--- src/rtl/biriscv_trace_buffer.sv ---
// Retired-instruction trace capture: arm/trigger/post-count window feeding a FWFT FIFO
// with a free-running timestamp and a ready/valid drain port.
module biriscv_trace_buffer #(
  parameter int NUM_CH = 2,
  parameter int DEPTH  = 16,
  parameter int TS_W   = 16,
  parameter int CNT_W  = 16
) (
  input  logic                       clk_i,
  input  logic                       rst_ni,
  input  logic [NUM_CH-1:0]          valid_i,
  input  logic [NUM_CH*32-1:0]       pc_i,
  input  logic [NUM_CH*32-1:0]       opcode_i,
  input  logic                       arm_i,
  input  logic                       stop_i,
  input  logic                       trig_en_i,
  input  logic [31:0]                trig_pc_i,
  input  logic [CNT_W-1:0]           post_count_i,
  output logic                       out_valid_o,
  input  logic                       out_ready_i,
  output logic [31:0]                out_pc_o,
  output logic [31:0]                out_opcode_o,
  output logic [TS_W-1:0]            out_ts_o,
  output logic                       out_lost_o,
  output logic [1:0]                 state_o,
  output logic [$clog2(DEPTH+1)-1:0] level_o,
  output logic [CNT_W-1:0]           drop_cnt_o
);

  localparam int LVL_W = $clog2(DEPTH + 1);
  localparam int PTR_W = (DEPTH > 1) ? $clog2(DEPTH) : 1;
  localparam int LN_W  = $clog2(NUM_CH + 1);

  typedef enum logic [1:0] {
    ST_IDLE    = 2'd0,
    ST_ARMED   = 2'd1,
    ST_CAPTURE = 2'd2,
    ST_DONE    = 2'd3
  } state_t;

  state_t            state_q, state_d;
  logic [TS_W-1:0]   ts_q;
  logic [CNT_W-1:0]  count_q, count_d;
  logic [CNT_W-1:0]  drop_q;
  logic [CNT_W:0]    drop_sum;
  logic              pend_lost_q;
  logic [LVL_W-1:0]  level_q, free_slots;
  logic [PTR_W-1:0]  wr_ptr_q, rd_ptr_q;

  logic [31:0]       mem_pc   [DEPTH];
  logic [31:0]       mem_op   [DEPTH];
  logic [TS_W-1:0]   mem_ts   [DEPTH];
  logic              mem_lost [DEPTH];

  logic [NUM_CH-1:0] cand, elig, wr_en, wr_lost;
  logic [PTR_W-1:0]  wr_slot [NUM_CH];
  logic [LN_W-1:0]   n_elig, n_wr, n_drop;
  logic              trig_seen;
  logic              pop;

  // Window control: stop beats arm beats capture; the post-count limit trims lanes in order.
  always_comb begin
    state_d   = state_q;
    count_d   = count_q;
    cand      = '0;
    elig      = '0;
    n_elig    = '0;
    trig_seen = 1'b0;
    if (stop_i) begin
      state_d = ST_DONE;
    end else if (arm_i) begin
      state_d = ST_ARMED;
      count_d = '0;
    end else begin
      case (state_q)
        ST_ARMED: begin
          if (!trig_en_i) begin
            cand    = valid_i;
            state_d = ST_CAPTURE;
          end else begin
            for (int unsigned ch = 0; ch < NUM_CH; ch++) begin
              if (valid_i[ch] && (trig_seen || pc_i[32*ch +: 32] == trig_pc_i)) begin
                cand[ch]  = 1'b1;
                trig_seen = 1'b1;
              end
            end
            if (trig_seen) state_d = ST_CAPTURE;
          end
        end
        ST_CAPTURE: cand = valid_i;
        default: ;
      endcase
      for (int unsigned ch = 0; ch < NUM_CH; ch++) begin
        if (cand[ch] && (post_count_i == '0 ||
            ({1'b0, count_q} + (CNT_W+1)'(n_elig)) < {1'b0, post_count_i})) begin
          elig[ch] = 1'b1;
          n_elig   = n_elig + LN_W'(1);
        end
      end
      count_d = count_q + CNT_W'(n_elig);
      if (state_d == ST_CAPTURE && post_count_i != '0 && count_d >= post_count_i)
        state_d = ST_DONE;
    end
  end

  // Free space is taken from the registered level; a same-cycle pop does not free a slot.
  always_comb begin
    free_slots = LVL_W'(DEPTH) - level_q;
    wr_en      = '0;
    wr_lost    = '0;
    n_wr       = '0;
    n_drop     = '0;
    for (int unsigned ch = 0; ch < NUM_CH; ch++) begin
      wr_slot[ch] = wr_ptr_q + PTR_W'(n_wr);
      if (elig[ch]) begin
        if (LVL_W'(n_wr) < free_slots) begin
          wr_en[ch]   = 1'b1;
          wr_lost[ch] = pend_lost_q && (n_wr == '0);
          n_wr        = n_wr + LN_W'(1);
        end else begin
          n_drop = n_drop + LN_W'(1);
        end
      end
    end
    drop_sum = {1'b0, drop_q} + (CNT_W+1)'(n_drop);
  end

  assign pop = out_valid_o && out_ready_i;

  always_ff @(posedge clk_i) begin
    if (!rst_ni) begin
      state_q     <= ST_IDLE;
      ts_q        <= '0;
      count_q     <= '0;
      drop_q      <= '0;
      pend_lost_q <= 1'b0;
      level_q     <= '0;
      wr_ptr_q    <= '0;
      rd_ptr_q    <= '0;
    end else begin
      state_q  <= state_d;
      ts_q     <= ts_q + TS_W'(1);
      count_q  <= count_d;
      drop_q   <= drop_sum[CNT_W] ? '1 : drop_sum[CNT_W-1:0];
      level_q  <= level_q + LVL_W'(n_wr) - LVL_W'(pop);
      wr_ptr_q <= wr_ptr_q + PTR_W'(n_wr);
      rd_ptr_q <= rd_ptr_q + PTR_W'(pop);
      if (n_drop != '0)    pend_lost_q <= 1'b1;
      else if (n_wr != '0) pend_lost_q <= 1'b0;
    end
  end

  always_ff @(posedge clk_i) begin
    for (int unsigned ch = 0; ch < NUM_CH; ch++) begin
      if (rst_ni && wr_en[ch]) begin
        mem_pc[wr_slot[ch]]   <= pc_i[32*ch +: 32];
        mem_op[wr_slot[ch]]   <= opcode_i[32*ch +: 32];
        mem_ts[wr_slot[ch]]   <= ts_q;
        mem_lost[wr_slot[ch]] <= wr_lost[ch];
      end
    end
  end

  assign out_valid_o  = (level_q != '0);
  assign out_pc_o     = out_valid_o ? mem_pc[rd_ptr_q] : '0;
  assign out_opcode_o = out_valid_o ? mem_op[rd_ptr_q] : '0;
  assign out_ts_o     = out_valid_o ? mem_ts[rd_ptr_q] : '0;
  assign out_lost_o   = out_valid_o && mem_lost[rd_ptr_q];
  assign state_o      = state_q;
  assign level_o      = level_q;
  assign drop_cnt_o   = drop_q;

endmodule

--- config.mk ---
export PLATFORM = sky130hd
export DESIGN_NAME = biriscv_trace_buffer
export DESIGN_NICKNAME = d
export VERILOG_FILES = /design/src/rtl/biriscv_trace_buffer.sv
export SDC_FILE = /design/constraint.sdc
export NUM_CORES = 2
export LEC_CHECK = 0
export ABC_CLOCK_PERIOD_IN_PS = 11400
export BUFFER_PORTS_ARGS = -buffer_cell sky130_fd_sc_hd__buf_2
export CORE_ASPECT_RATIO = 1.75
export CORE_MARGIN = 8
export CORE_UTILIZATION = 60
export DETAILED_ROUTE_END_ITERATION = 7
export PLACE_DENSITY_LB_ADDON = 0.05
export SLEW_MARGIN = 10
export SYNTH_ARGS = -nofsm -noshare
export SYNTH_HDL_FRONTEND = slang
export SYNTH_SLANG_ARGS = --single-unit
--- constraint.sdc ---
create_clock -name clk_i -period 11.4 [get_ports clk_i]
set_clock_uncertainty 0.1 [all_clocks]
set_input_delay 1.71 -clock clk_i [delete_from_list [all_inputs] [get_ports clk_i]]
set_output_delay 1.71 -clock clk_i [all_outputs]
set_load 0.005 [all_outputs]
==> results.md <==
- Top cells by count, synth: edfxtp_1, mux2_2, mux4_2
- Hold Vio Cnt, Final: 0
- Seq/Total Area, Yosys: 58.6%
- WS Path Type: in -> reg
- Most used cell, CP: ha_1
- Period utilization: 83.1%
- Final ANT Viol Nets: 0
- Residual DRC: 0
- Initial Util: 60.3%
- Max Cap Violations: 0
- PostCTS Resize Cnt: 0
- Synth Flop Type: edfxtp_1
- Most numerous cell in the Yosys netlist: edfxtp_1
- Yosys cell types: 61
- Critical path launch point type: input pin
- Post-Synthesis Cells: 3,959
- Top-area cell type share of the netlist area: 56.8%
- Overflow after GRT: 0
- CP Capture Type: register
- CP arrival: 10.02 ns
- Fin crit period: 9.48 ns
- H-tree depth: 3
- Synth-to-Final Area Change: 9.55%
- Total chip power: 12,100 uW
- Max Clk Rate: 0.106 GHz
- Routability cong.: 0.899
- Synthesis Warnings: 0
- DR vias/cell: 6.86
- Peak supply drop: 0.151 mV
- Hold WC Path Type: reg -> reg
- Die boundary height: 463 um
- # port buffers: 288
- Syn nets: 4,219
- Bufs on Longest Clock Path: 3
- Pre-antenna DRT Iters: 5
- Synth area leader: edfxtp_1
- Post-synth ARST share: 0%
- CTS tree: built
- Initial antenna violation count: 42
- CTS root buf: clkbuf_16
- Share of power burned in registers: 45.6%
- Routed WL: 198 mm
- Worst path max stage delay: 0.82 ns
- WP data required: 11.95 ns
- Sw frac: 25.7%
- Synth Register Bits: 1,360
- Clock Power Share: 34.3%
- Via count: 38,700
- # IOs: 289
- # hold bufs at CTS: 0
- Global-route wire length before repair: 285 mm
- Hpwl dp: 104 mm
- Worst Tran Pin Value: 1.26 ns
- Sw Pwr: 3120 uW
- Nets: 4,289
- Total GRT Usage: 31.1%
- Core area: 114,000 um2
- Cts bufs inserted: 121
- Crit Path Max Fanout: 17
- Max Slew Vio Count: 0
- Final setup fails: 0
- Internal power: 9020 uW
- Worst path slowest cell: nor4_1
- Clock Pin Slew Worst Setup and Hold Paths: 0.06 ns
- Skew-Pair Late Insertion Delay: 0.74 ns
- Final setup TNS: 0 ns
- WL/cell: 35.0 um
- Synthesized area: 68,600 um2
- CTS sink count: 1,360
- Die area: 126,000 um2
- LEAKAGE: 0.0255 uW
- Number of global-route vias before repair: 41,700
- Share of cells above drive strength 1: 48.5%
- Die Wd: 272 um
- Row count: 164
- Outcome: finished clean
- Finished Core Util: 66.1%
- Power Dens Cells: 162 nW/um2
- EDFF count, synth: 1,296
- Slew margin rel.: 15.6%
- Dominant cells by area after synthesis: edfxtp_1, mux2_2, mux4_2
- Syn Area/Cell: 17.3 um2
- Post-CTS Setup Bufs: 0
- Logic pwr share: 20.1%
- Largest net degree at the start of global routing: 129
- RSZ-0062 raised after global routing: no
- DRT iter0 DRCs: 4,513
[power by group through the flow]
stage | Combinational, uW | Sequential [uW] | Clock [uW]
finish | 2440 | 5530 | 4170
global route | 2610 | 5540 | 4380
CTS | 2480 | 5530 | 4220
detailed placement | 2470 | 5640 | 0
global placement | 2420 | 5640 | 0
floorplan | 1720 | 5590 | 0
[final cells by class]
class / instances / area (um2)
antenna: 20 / 50.0
clock buffer: 147 / 3270
clock inverter: 77 / 698
fill: 7841 / 38600
inverter: 44 / 166
multi-input combinational: 2147 / 26600
sequential: 1360 / 40200
tap: 1494 / 1870
timing repair buffer: 355 / 2260
[worst max-delay path: cells and delay by family]
family | cells | cell delay (ns)
AO/OA/AOI/OAI | 8 | 1.46
buffers and inverters | 1 | 0.20
adder cells (fa/ha/maj) | 6 | 1.91
AND/OR/NAND/NOR | 15 | 4.00
XOR/XNOR | 3 | 0.74
[per-layer routing]
metal	vias up	part of all wire, %	track usage (%)
li1	15900	-	-
met3	480	9.1	6.79
met2	1948	50	52.1
met4	30	4.0	11.7
met5	-	0.098	0
met1	20400	37	39.6
[metrics by stage]
step | setup slack (ns) | cell area (um2) | std cells | hold WS (ns)
2_1_floorplan | 1.48 | 68600 | 3959 | 0.406
3_3_place_gp | 1.64 | 71100 | 5400 | 0.422
6_report | 1.92 | 75100 | 5644 | 0.471
4_1_cts | 2.23 | 75000 | 5624 | 0.468
5_1_grt | 1.41 | 75100 | 5628 | 0.493
3_5_place_dp | 1.46 | 71100 | 5400 | 0.453
[final timing paths]
kind / from / to / slack (ns) / cells past startpoint
setup / recovery: pc_i[28] / state_o[0] / 1.92 / 33
hold / removal: count_q[15] / count_q[15] / 0.47 / 2
setup reg to reg: count_q[11] / state_o[0] / 3.09 / 33
hold reg to reg: count_q[15] / count_q[15] / 0.47 / 2
[logic make-up after synthesis]
group / synth area share (%)
compound gates: 1.26
simple gates: 2.94
flops: 58.6
xor+xnor: 1.58
fa+ha+maj: 1.43
buf+inv: 2.99
mux: 31.1
[cells in the final DEF, fill, tap and decap left out, types with 49 or more instances in the layout]
| cell | synthesis | layout |
|---|---|---|
| edfxtp_1 | 1296 | 1296 |
| mux2_2 | 859 | 859 |
| mux4_2 | 405 | 405 |
| buf_2 | 59 | 288 |
| mux2_4 | 157 | 157 |
| clkbuf_16 | 0 | 125 |
| and2_1 | 92 | 92 |
| nor2_1 | 72 | 72 |
| ha_1 | 72 | 72 |
| xnor2_1 | 64 | 64 |
| xor2_1 | 60 | 60 |
| dfxtp_1 | 64 | 60 |
| a21oi_1 | 49 | 49 |
[state kept, by name, summed over array words and instances, names as in the netlist]
signal,count
count_q,16
drop_cnt_o,16
level_o,5
mem_lost,16
mem_op,512
mem_pc,512
mem_ts,256
pend_lost_q,1
rd_ptr_q,4
state_o,2
ts_q,16
wr_ptr_q,4
(Power assumes the default switching activity.)
